`src/rtl/mult_sequencer.sv`:
```
// Two-requester round-robin front end to a 16x16 unsigned shift-add multiplier
// that fetches both operands from memory and writes the 32-bit product back.
module mult_sequencer #(
  parameter int ADDR_W = 32
) (
  input  logic                PCLK,
  input  logic                PRESETn,
  input  logic [1:0]          req_valid,
  output logic [1:0]          req_ready,
  input  logic [2*ADDR_W-1:0] req_raddr1,
  input  logic [2*ADDR_W-1:0] req_raddr2,
  input  logic [2*ADDR_W-1:0] req_waddr,
  output logic [1:0]          done,
  output logic [31:0]         result,
  output logic                busy,
  output logic [ADDR_W-1:0]   mem_raddr1,
  output logic [ADDR_W-1:0]   mem_raddr2,
  input  logic [15:0]         mem_rdata1,
  input  logic [15:0]         mem_rdata2,
  output logic                mem_we,
  output logic [ADDR_W-1:0]   mem_waddr,
  output logic [31:0]         mem_wdata,
  output logic [2:0]          dbg_state
);

  // Handshake: a command on requester i is taken at a PCLK rising edge where
  // req_valid[i] & req_ready[i]; ready is only offered in IDLE to one requester.
  typedef enum logic [2:0] {
    IDLE  = 3'd0,
    FETCH = 3'd1,
    LOAD  = 3'd2,
    MUL   = 3'd3,
    WRITE = 3'd4,
    DONE  = 3'd5
  } state_t;

  state_t      state, state_nxt;
  logic        prio;    // 1 = requester 1 wins a tie
  logic        owner;
  logic [3:0]  cnt;
  logic [31:0] mcand;
  logic [15:0] mplier;
  logic [31:0] acc;
  logic [1:0]  grant;
  logic        accept;

  always_comb begin
    grant = req_valid;
    if (req_valid == 2'b11) grant = prio ? 2'b10 : 2'b01;
    req_ready = (state == IDLE) ? grant : 2'b00;
    accept    = |(req_valid & req_ready);
  end

  always_comb begin
    state_nxt = state;
    case (state)
      IDLE:    if (accept) state_nxt = FETCH;
      FETCH:   state_nxt = LOAD;
      LOAD:    state_nxt = MUL;
      MUL:     if (cnt == 4'd15) state_nxt = WRITE;
      WRITE:   state_nxt = DONE;
      DONE:    state_nxt = IDLE;
      default: state_nxt = IDLE;
    endcase
  end

  always_ff @(posedge PCLK or negedge PRESETn) begin
    if (!PRESETn) state <= IDLE;
    else          state <= state_nxt;
  end

  always_ff @(posedge PCLK or negedge PRESETn) begin
    if (!PRESETn) begin
      prio       <= 1'b0;
      owner      <= 1'b0;
      cnt        <= 4'd0;
      mcand      <= 32'd0;
      mplier     <= 16'd0;
      acc        <= 32'd0;
      result     <= 32'd0;
      mem_raddr1 <= '0;
      mem_raddr2 <= '0;
      mem_waddr  <= '0;
    end else begin
      case (state)
        IDLE: if (accept) begin
          // The address registers double as the latched command.
          owner      <= grant[1];
          prio       <= ~grant[1];
          mem_raddr1 <= grant[1] ? req_raddr1[2*ADDR_W-1:ADDR_W] : req_raddr1[ADDR_W-1:0];
          mem_raddr2 <= grant[1] ? req_raddr2[2*ADDR_W-1:ADDR_W] : req_raddr2[ADDR_W-1:0];
          mem_waddr  <= grant[1] ? req_waddr[2*ADDR_W-1:ADDR_W]  : req_waddr[ADDR_W-1:0];
        end
        LOAD: begin
          mcand  <= {16'd0, mem_rdata1};
          mplier <= mem_rdata2;
          acc    <= 32'd0;
          cnt    <= 4'd0;
        end
        MUL: begin
          if (mplier[0]) acc <= acc + mcand;
          mcand  <= mcand << 1;
          mplier <= mplier >> 1;
          cnt    <= cnt + 4'd1;
        end
        WRITE: result <= acc;
        default: ;
      endcase
    end
  end

  assign mem_we    = (state == WRITE);
  assign mem_wdata = acc;
  assign busy      = (state != IDLE);
  assign done      = (state == DONE) ? (owner ? 2'b10 : 2'b01) : 2'b00;
  assign dbg_state = state;

endmodule

```
`config.mk`:
```
export PLATFORM = sky130hd
export DESIGN_NAME = mult_sequencer
export DESIGN_NICKNAME = d
export VERILOG_FILES = /design/src/rtl/mult_sequencer.sv
export SDC_FILE = /design/constraint.sdc
export NUM_CORES = 1
export LEC_CHECK = 0
export ABC_CLOCK_PERIOD_IN_PS = 6800
export CAP_MARGIN = 30
export CORE_MARGIN = 5
export CORE_UTILIZATION = 48
export DETAILED_ROUTE_END_ITERATION = 16
export PLACE_DENSITY_LB_ADDON = 0.1
export SYNTH_ARGS = -nofsm -noshare
export SYNTH_HDL_FRONTEND = slang
export SYNTH_SLANG_ARGS = --single-unit
export TNS_END_PERCENT = 10
```
`constraint.sdc`:
```
create_clock -name PCLK -period 6.8 [get_ports PCLK]
set_input_delay 1.36 -clock PCLK [delete_from_list [all_inputs] [get_ports PCLK]]
set_output_delay 1.36 -clock PCLK [all_outputs]
set_load 0.1 [all_outputs]
```
* Word level (Yosys, flattened, before mapping) *
Index checks and enable logic that the tools add are counted.

operators by class
  add/subtract/negate cells = 2
  eq/ne operators = 10
  multiplexer cells = 16
  bitwise gates (word level) = 2
  reductions and logical operators = 7

operators by type and width
  kind                                                                    number
  32-bit 2-to-1 mux                                                       4
  32-bit case mux with 2 select lines                                     2
  32-bit adder                                                            1
  16-bit case mux with 2 select lines                                     1
  3-bit case mux with 5 select lines                                      1
  2-bit 2-to-1 mux                                                        5
  4-bit case mux with 2 select lines                                      1
  3-bit by 2-bit equality test with 1-bit output (second input constant)  2
  3-bit equality test (second input constant)                             2
  3-bit 2-to-1 mux                                                        2
  2-bit != test (second input constant)                                   3
  2-bit AND reduction                                                     3
  4-bit by 1-bit adder with 4-bit output (second input constant)          1
  4-bit equality test (second input constant)                             1
  3-bit by 1-bit equality test with 1-bit output (second input constant)  1
  3-bit zero test                                                         1
  3-bit nonzero test                                                      1
  2-bit bitwise AND                                                       1
  2-bit equality test (second input constant)                             1
  2-bit nonzero test                                                      1
  2-bit OR reduction                                                      1
  1-bit inverter                                                          1

word-level totals
  bits in registers = 217
  bits of input ports = 228
  output and inout bits = 169
  logic and storage cells = 48

* Depth between registers and ports, before layout *
Gate-level depths: netlist of the first run.

  depth after elaboration = 7
  gate-level depth with buffers = 12
  gate-level depth less buffers = 12

* Least setup slack after synthesis of the first run *
Ideal clock, no wire load.

  path type = register to output
  start point = reg state[0] (netlist: dbg_state[0])
  end point = out done[0]
  data arrival time = 3.687 ns
  path slack = 1.753 ns
  stages on the path, launching flop included = 5
  cells stage by stage = dfrtp_1 clkbuf_1 clkbuf_1 nand2_1 nor3_1

between the ends
  cells in the longest elaborated chain, start to end = 2

ends and longest elaborated chain
  element                 line  RTL
  from (decl)             37    state_t state, state_nxt;
  from (signal assigned)  69    else state <= state_nxt;
  3-bit equality test     115   assign done = (state == DONE) ? (owner ? 2'b10 : 2'b01) : 2'b00;
  2-bit 2-to-1 mux        115
  to (decl)               13    output logic [1:0] done,

No other way between the ends.

* Worst setup path in the final report of the first run *
  start point = in req_valid[1]
  end point = out req_ready[1]

between the ends
  cells in the longest elaborated chain, start to end = 3

ends and longest elaborated chain
  element              line  RTL
  from (decl)          8     input logic [1:0] req_valid,
  2-bit equality test  49    if (req_valid == 2'b11) grant = prio ? 2'b10 : 2'b01;
  2-bit 2-to-1 mux *   49
  2-bit 2-to-1 mux *   50    req_ready = (state == IDLE) ? grant : 2'b00;
  to (decl)            9     output logic [1:0] req_ready,

Mark *: on every way between the ends. The rest lies on a longest branch, timed or not.

==> key figures, run 1 <==
STA
  – Hold Vio Cnt, Final: 0
  – Final setup violation count: 0
  – Worst Skew: 0.00975 ns
  – Max-slew violation count: 0
  – Final period util: 70.3%
  – FMAX: 0.209 GHz
  – RSZ-0062 raised after global routing: false
  – TNS Setup: 0 ns
  – Crit path time final: 4.78 ns
  – Max-slew headroom: 30.1%
  – Worst Max-Slew Pin Slew: 1.05 ns

Logic synthesis
  – EDFF count, synth: 0
  – Yosys reg bits: 217
  – Synth top area cells: dfrtp_1 (52%), nand2_1 (11%), a22oi_1 (6.9%)
  – Net count after synthesis: 1,347
  – Sequential-to-total area share from yosys stat: 51.8%
  – Count of different cell masters after synthesis: 52
  – Synth top area share: 51.8%
  – Syn Inst Count: 1,086
  – Commonest cells in the netlist: nand2_1 (308), dfrtp_1 (217), a22oi_1 (96), o21ai_0 (73), clkbuf_1 (49)
  – Area leader, netlist: dfrtp_1
  – Most common cell in the netlist: nand2_1
  – Mapped Area: 0.0105 sq mm
  – Ys async rst share: 100%
  – Synthesized area per cell: 9.66 sq um
  – Synth Warn #: 0
  – Dominant synthesized flop cell: dfrtp_1

Detailed routing
  – Routed WL per cell: 19.6 microns
  – Final WL: 34.7 mm
  – Final ANT Viol Nets: 0
  – Post-route DRC violation count: 0
  – Drt pass-1 iters: 5
  – Initial DRC Count: 555
  – Vias: 9,666
  – Via/cell ratio: 5.45

Min path
  – Worst hold path stage count: 2
  – HP Start: mem_raddr1[17]
  – WHS Endpoint: mem_raddr1[17]
  – Hold crit path type: flop to flop

Critical path
  – Data arrival, critical path: 3.42 ns
  – Startpoint types: input pin
  – Crit Path Category: input pin to primary output
  – Worst flop-to-flop path startpoint: dbg_state[0]
  – Critical path peak fanout: 3
  – Crit Reg-Reg Endpoint: mem_waddr[5]
  – R2R depth: 9
  – Setup slack, reg-to-reg: 3.54 ns
  – Crit. End Element: primary output
  – Data required time of the worst path: 5.44 ns

Floorplan
  – Die height: 158 microns
  – DIE WIDTH: 158 microns
  – Initial core utilization: 48.4%
  – Core footprint: 0.0217 sq mm
  – Die footprint: 0.0249 sq mm
  – I/O pin count: 397
  – # rows: 54

Cells and area
  – Share of cells above drive strength 1: 8.18%
  – Final net count: 1,735
  – Cell Count, Final, Fillers Out: 1,774
  – Fillers: 1,534
  – P&R area growth vs syn: 52.9%

Global routing
  – Largest net degree at the start of global routing: 100
  – First-pass GRT wire length: 53.0 mm
  – Vias in the first global route: 9,772
  – Initial antenna violation count: 3
  – Overflow after GRT: 0
  – Gr usage total: 26.7%

CTS
  – Worst-path clk slew: 0.06 ns
  – # hold bufs at CTS: 0
  – Cts bufs inserted: 24
  – H-tree depth: 1
  – CTS Sinks: 217
  – Clock root buffer: clkbuf_16
  – Clk Latency, worst-skew pair: 0.51 ns
  – Clk buf depth: 3
  – # resized after CTS: 0
  – Postcts setup bufs: 0
  – TritonCTS clock tree: built

Status
  – Outcome: completed

Place
  – I/O Buffers: 396
  – GPL Wtd Cong: 0.891
  – Placed Instances: 1,726
  – Post-DP HPWL: 25.8 mm

Flow run
  – Max_cap viols: 0
-- logic make-up (layout without fill, tap and decap cells) --
logic type,after synthesis,in the layout,share of synthesized area (%)
other,0,3,0
AO/OA/AOI/OAI,272,272,17.2
adder cells (fa/ha/maj),33,33,4.01
multiplexers,63,63,6.39
flip-flops,217,217,51.8
buffers and inverters,81,486,3.06
AND/OR/NAND/NOR,393,393,15.3
XOR/XNOR,27,27,2.25
-- layer usage --
| metal | wire length, microns | GRT usage, % |
|---|---|---|
| met5 | 24 | 0 |
| met4 | 1400 | 9.42 |
| met3 | 2960 | 7.33 |
| met2 | 16500 | 44.1 |
| met1 | 13800 | 33.9 |
-- worst max-delay path: stages --
cell and delay (ns):
clkdlybuf4s50_1 0.56, o21ai_0 0.19, nor2_4 0.13, clkdlybuf4s50_1 1.17
-- flip-flops by register name, indices dropped and copies added (netlist names) --
register / cells
mem_raddr1: 32
mem_raddr2: 32
prio: 1
mem_wdata: 32
mem_waddr: 32
mplier: 16
result: 32
mcand: 32
cnt: 4
owner: 1
dbg_state: 3
-- stage by stage --
| step | utilization [%] | instance area, sq um | setup slack (ns) | hold slack, ns |
|---|---|---|---|---|
| floorplan | - | 10500 | 1.75 | 0.450 |
| global placement | 67.5 | 14700 | 2.04 | 0.458 |
| detailed placement | 70.2 | 15200 | 2.03 | 0.461 |
| CTS | 73.7 | 16000 | 2.03 | 0.476 |
| global route | 74.0 | 16000 | 1.96 | 0.488 |
| finish | 74.0 | 16000 | 2.02 | 0.471 |
-- placed cells by master, fill, tap and decap left out, types with 3 or more instances in the layout --
cell	instances
a21oi_2	5
dfrtp_1	216
nor3_1	6
nor2_1	18
mux2i_1	31
buf_4	9
nand2b_1	5
mux2_2	32
diode_2	3
nand2_1	308
a211oi_1	3
a21o_1	17
clkinv_2	5
nor2b_1	5
o21ai_1	10
clkbuf_1	8
xnor2_1	13
o21ai_0	73
ha_1	32
clkdlybuf4s50_1	395
a22oi_1	96
nand3_1	28
a21oi_1	39
buf_16	22
nand4_1	4
or3_1	3
inv_1	15
xor2_1	14
a22o_1	4
clkbuf_16	25
o21ai_2	3
clkbuf_8	4
-- cell type report --
cell class | instances | area [sq um] | area share (%)
well taps | 280 | 350 | 2.18
inverters | 15 | 56.3 | 0.351
clock buffers | 37 | 711 | 4.43
diodes | 3 | 7.51 | 0.0468
multi-input cells | 788 | 4780 | 29.8
flip-flops and latches | 217 | 5430 | 33.9
clock inverters | 6 | 55.1 | 0.343
repair buffers | 428 | 4660 | 29.0
-- worst max-delay path by stage --
stage	slack (ns)	endpoint	start
2_1_floorplan	1.75	done[0]	dbg_state[0]
3_3_place_gp	2.04	req_ready[1]	req_valid[1]
3_5_place_dp	2.03	req_ready[1]	req_valid[1]
4_1_cts	2.03	req_ready[1]	req_valid[1]
5_1_grt	1.96	req_ready[1]	req_valid[0]
6_report	2.02	req_ready[1]	req_valid[1]
Power of run 1 is left out: the tool's default activity adds up to more than one toggle a clock period on the data nets, which glitch-free logic cannot reach.
==> run 2: changes to the inputs <==
--- a/config.mk
+++ b/config.mk
@@ -5,10 +5,10 @@
 export SDC_FILE = /design/constraint.sdc
 export NUM_CORES = 1
 export LEC_CHECK = 0
-export ABC_CLOCK_PERIOD_IN_PS = 6800
+export ABC_CLOCK_PERIOD_IN_PS = 4800
 export CAP_MARGIN = 30
 export CORE_MARGIN = 5
-export CORE_UTILIZATION = 48
+export CORE_UTILIZATION = 45
 export DETAILED_ROUTE_END_ITERATION = 16
 export PLACE_DENSITY_LB_ADDON = 0.1
 export SYNTH_ARGS = -nofsm -noshare
==> constraint.sdc (replaced) <==
create_clock -name PCLK -period 4.8 [get_ports PCLK]
set_input_delay 0.96 -clock PCLK [delete_from_list [all_inputs] [get_ports PCLK]]
set_output_delay 0.96 -clock PCLK [all_outputs]
set_load 0.1 [all_outputs]
==> run 2 against run 1 <==
Clock-buffer cell count shrank 3. Register-to-register slack worse by 1.6 ns. Worst setup slack got worse by 0.63 ns. Critical path type is now flop to primary output.
==> key figures, run 2 (synthesis results as in run 1) <==
Min path
  – Worst hold path stage count: 2
  – WHS Endpoint: mem_raddr2[29]
  – HP Start: mem_raddr2[29]
  – Hold crit path type: flop to flop

CTS
  – Clock root buffer: clkbuf_16
  – Postcts setup bufs: 0
  – Clk Latency, worst-skew pair: 0.50 ns
  – Clk buf depth: 3
  – # hold bufs at CTS: 0
  – Worst-path clk slew: 0.06 ns
  – TritonCTS clock tree: built
  – # resized after CTS: 0
  – H-tree depth: 1
  – CTS Sinks: 217
  – Cts bufs inserted: 24

Detailed routing
  – Drt pass-1 iters: 5
  – Initial DRC Count: 583
  – Final ANT Viol Nets: 0
  – Post-route DRC violation count: 0
  – Vias: 9,579
  – Via/cell ratio: 5.30
  – Routed WL per cell: 19.6 microns
  – Final WL: 35.4 mm

Critical path
  – Crit-path slowest cell: clkdlybuf4s50_1
  – Worst flop-to-flop path startpoint: mem_wdata[0]
  – Crit Reg-Reg Endpoint: mem_wdata[30]
  – Data arrival, critical path: 2.46 ns
  – Slowest cell delay on critical path: 1.18 ns
  – Kind of cell adding the most delay to the critical path: buffers and inverters
  – Data required time of the worst path: 3.84 ns
  – Crit Path Category: flop to primary output
  – Setup slack, reg-to-reg: 1.92 ns
  – R2R depth: 12
  – Critical path depth: 3
  – Startpoint types: flop
  – Number of buffers and inverters on the critical path: 1
  – Cell Chain, Critical Path: nand2_1, nor3_1, clkdlybuf4s50_1
  – Crit. End Element: primary output
  – Critical path peak fanout: 8

Cells and area
  – Share of cells above drive strength 1: 8.77%
  – Cell Count, Final, Fillers Out: 1,809
  – Seq. cell area: 0.00543 sq mm
  – P&R area growth vs syn: 54.4%
  – Fillers: 1,734
  – Most frequent cells in the layout: clkdlybuf4s50_1 (392), nand2_1 (308), dfrtp_1 (216), a22oi_1 (96), o21ai_0 (73)
  – Most common cell after layout, fill and taps aside: clkdlybuf4s50_1
  – Final net count: 1,738
  – Multi-input gate area: 0.00478 sq mm

Place
  – Placed Instances: 1,763
  – I/O Buffers: 396
  – GPL Wtd Cong: 0.875
  – Post-DP HPWL: 26.5 mm

Floorplan
  – Die height: 163 microns
  – Initial core utilization: 46.1%
  – Core footprint: 0.0228 sq mm
  – # rows: 55
  – Die footprint: 0.0265 sq mm
  – I/O pin count: 397
  – DIE WIDTH: 163 microns

STA
  – FMAX: 0.293 GHz
  – TNS Setup: 0 ns
  – Final setup violation count: 0
  – Worst Skew: 0.00986 ns
  – Max-slew headroom: 30.3%
  – Worst Max-Slew Pin Slew: 1.04 ns
  – Hold Vio Cnt, Final: 0
  – Final period util: 71.2%
  – RSZ-0062 raised after global routing: false
  – Max-slew violation count: 0
  – Crit path time final: 3.42 ns

Global routing
  – Overflow after GRT: 0
  – Gr usage total: 25.7%
  – Initial antenna violation count: 4
  – Vias in the first global route: 9,804
  – Largest net degree at the start of global routing: 107
  – First-pass GRT wire length: 55.1 mm

Flow run
  – Max_cap viols: 0

Status
  – Outcome: completed
[run 2: changes by cell type in the layout (fill, tap and decap cells not counted), sizes merged]
cell,before,now
bufinv,1,4
clkdlybuf4s50,395,392
diode,3,2
clkbuf,37,34
buf,33,39
[run 2: layout make-up]
| type | instances | area share (%) |
|---|---|---|
| clock buffer | 34 | 4.38 |
| sequential | 217 | 33.5 |
| timing repair buffer | 431 | 28.9 |
| tap | 313 | 2.42 |
| inverter | 15 | 0.347 |
| antenna | 2 | 0.0309 |
| clock inverter | 9 | 0.896 |
| multi-input combinational | 788 | 29.5 |
[run 2: routing by layer]
| layer | global-route usage (%) | vias up | routed length (microns) |
|---|---|---|---|
| met5 | 0 | - | 30 |
| li1 | - | 4583 | - |
| met2 | 43.6 | 351 | 17600 |
| met3 | 6.48 | 67 | 2780 |
| met1 | 32.6 | 4574 | 14000 |
| met4 | 7.70 | 4 | 1020 |
[run 2: how the worst max path moves through the flow]
| stage | from | to | slack, ns |
|---|---|---|---|
| 2_1_floorplan | dbg_state[0] | done[0] | 0.15 |
| 3_3_place_gp | req_valid[0] | mem_waddr[18] | 1.50 |
| 3_5_place_dp | req_valid[0] | mem_raddr2[1] | 1.43 |
| 4_1_cts | dbg_state[2] | done[1] | 1.37 |
| 5_1_grt | dbg_state[2] | done[0] | 1.29 |
| 6_report | dbg_state[2] | done[0] | 1.38 |
[run 2: metrics by stage]
stage          hold slack [ns]  setup WS, ns  util, %  area (sq um)
5_1_grt                  0.488          1.29     71.1         16200
2_1_floorplan            0.450         0.153        -         10500
4_1_cts                  0.476          1.37     71.0         16200
3_3_place_gp             0.457          1.50     64.6         14700
6_report                 0.471          1.38     71.1         16200
3_5_place_dp             0.461          1.43     67.3         15300
[run 2: worst reg2reg max path: stages (launching register included)]
cell     delay (ns)
dfrtp_1        0.43
ha_1           0.20
inv_1          0.06
fa_1           0.39
and2b_1        0.24
o31ai_2        0.09
a21oi_2        0.31
a21oi_2        0.14
a21oi_2        0.24
o21ai_2        0.14
o31ai_2        0.29
xnor2_1        0.15
o21ai_1        0.07
Power of run 2 is left out for the same reason.
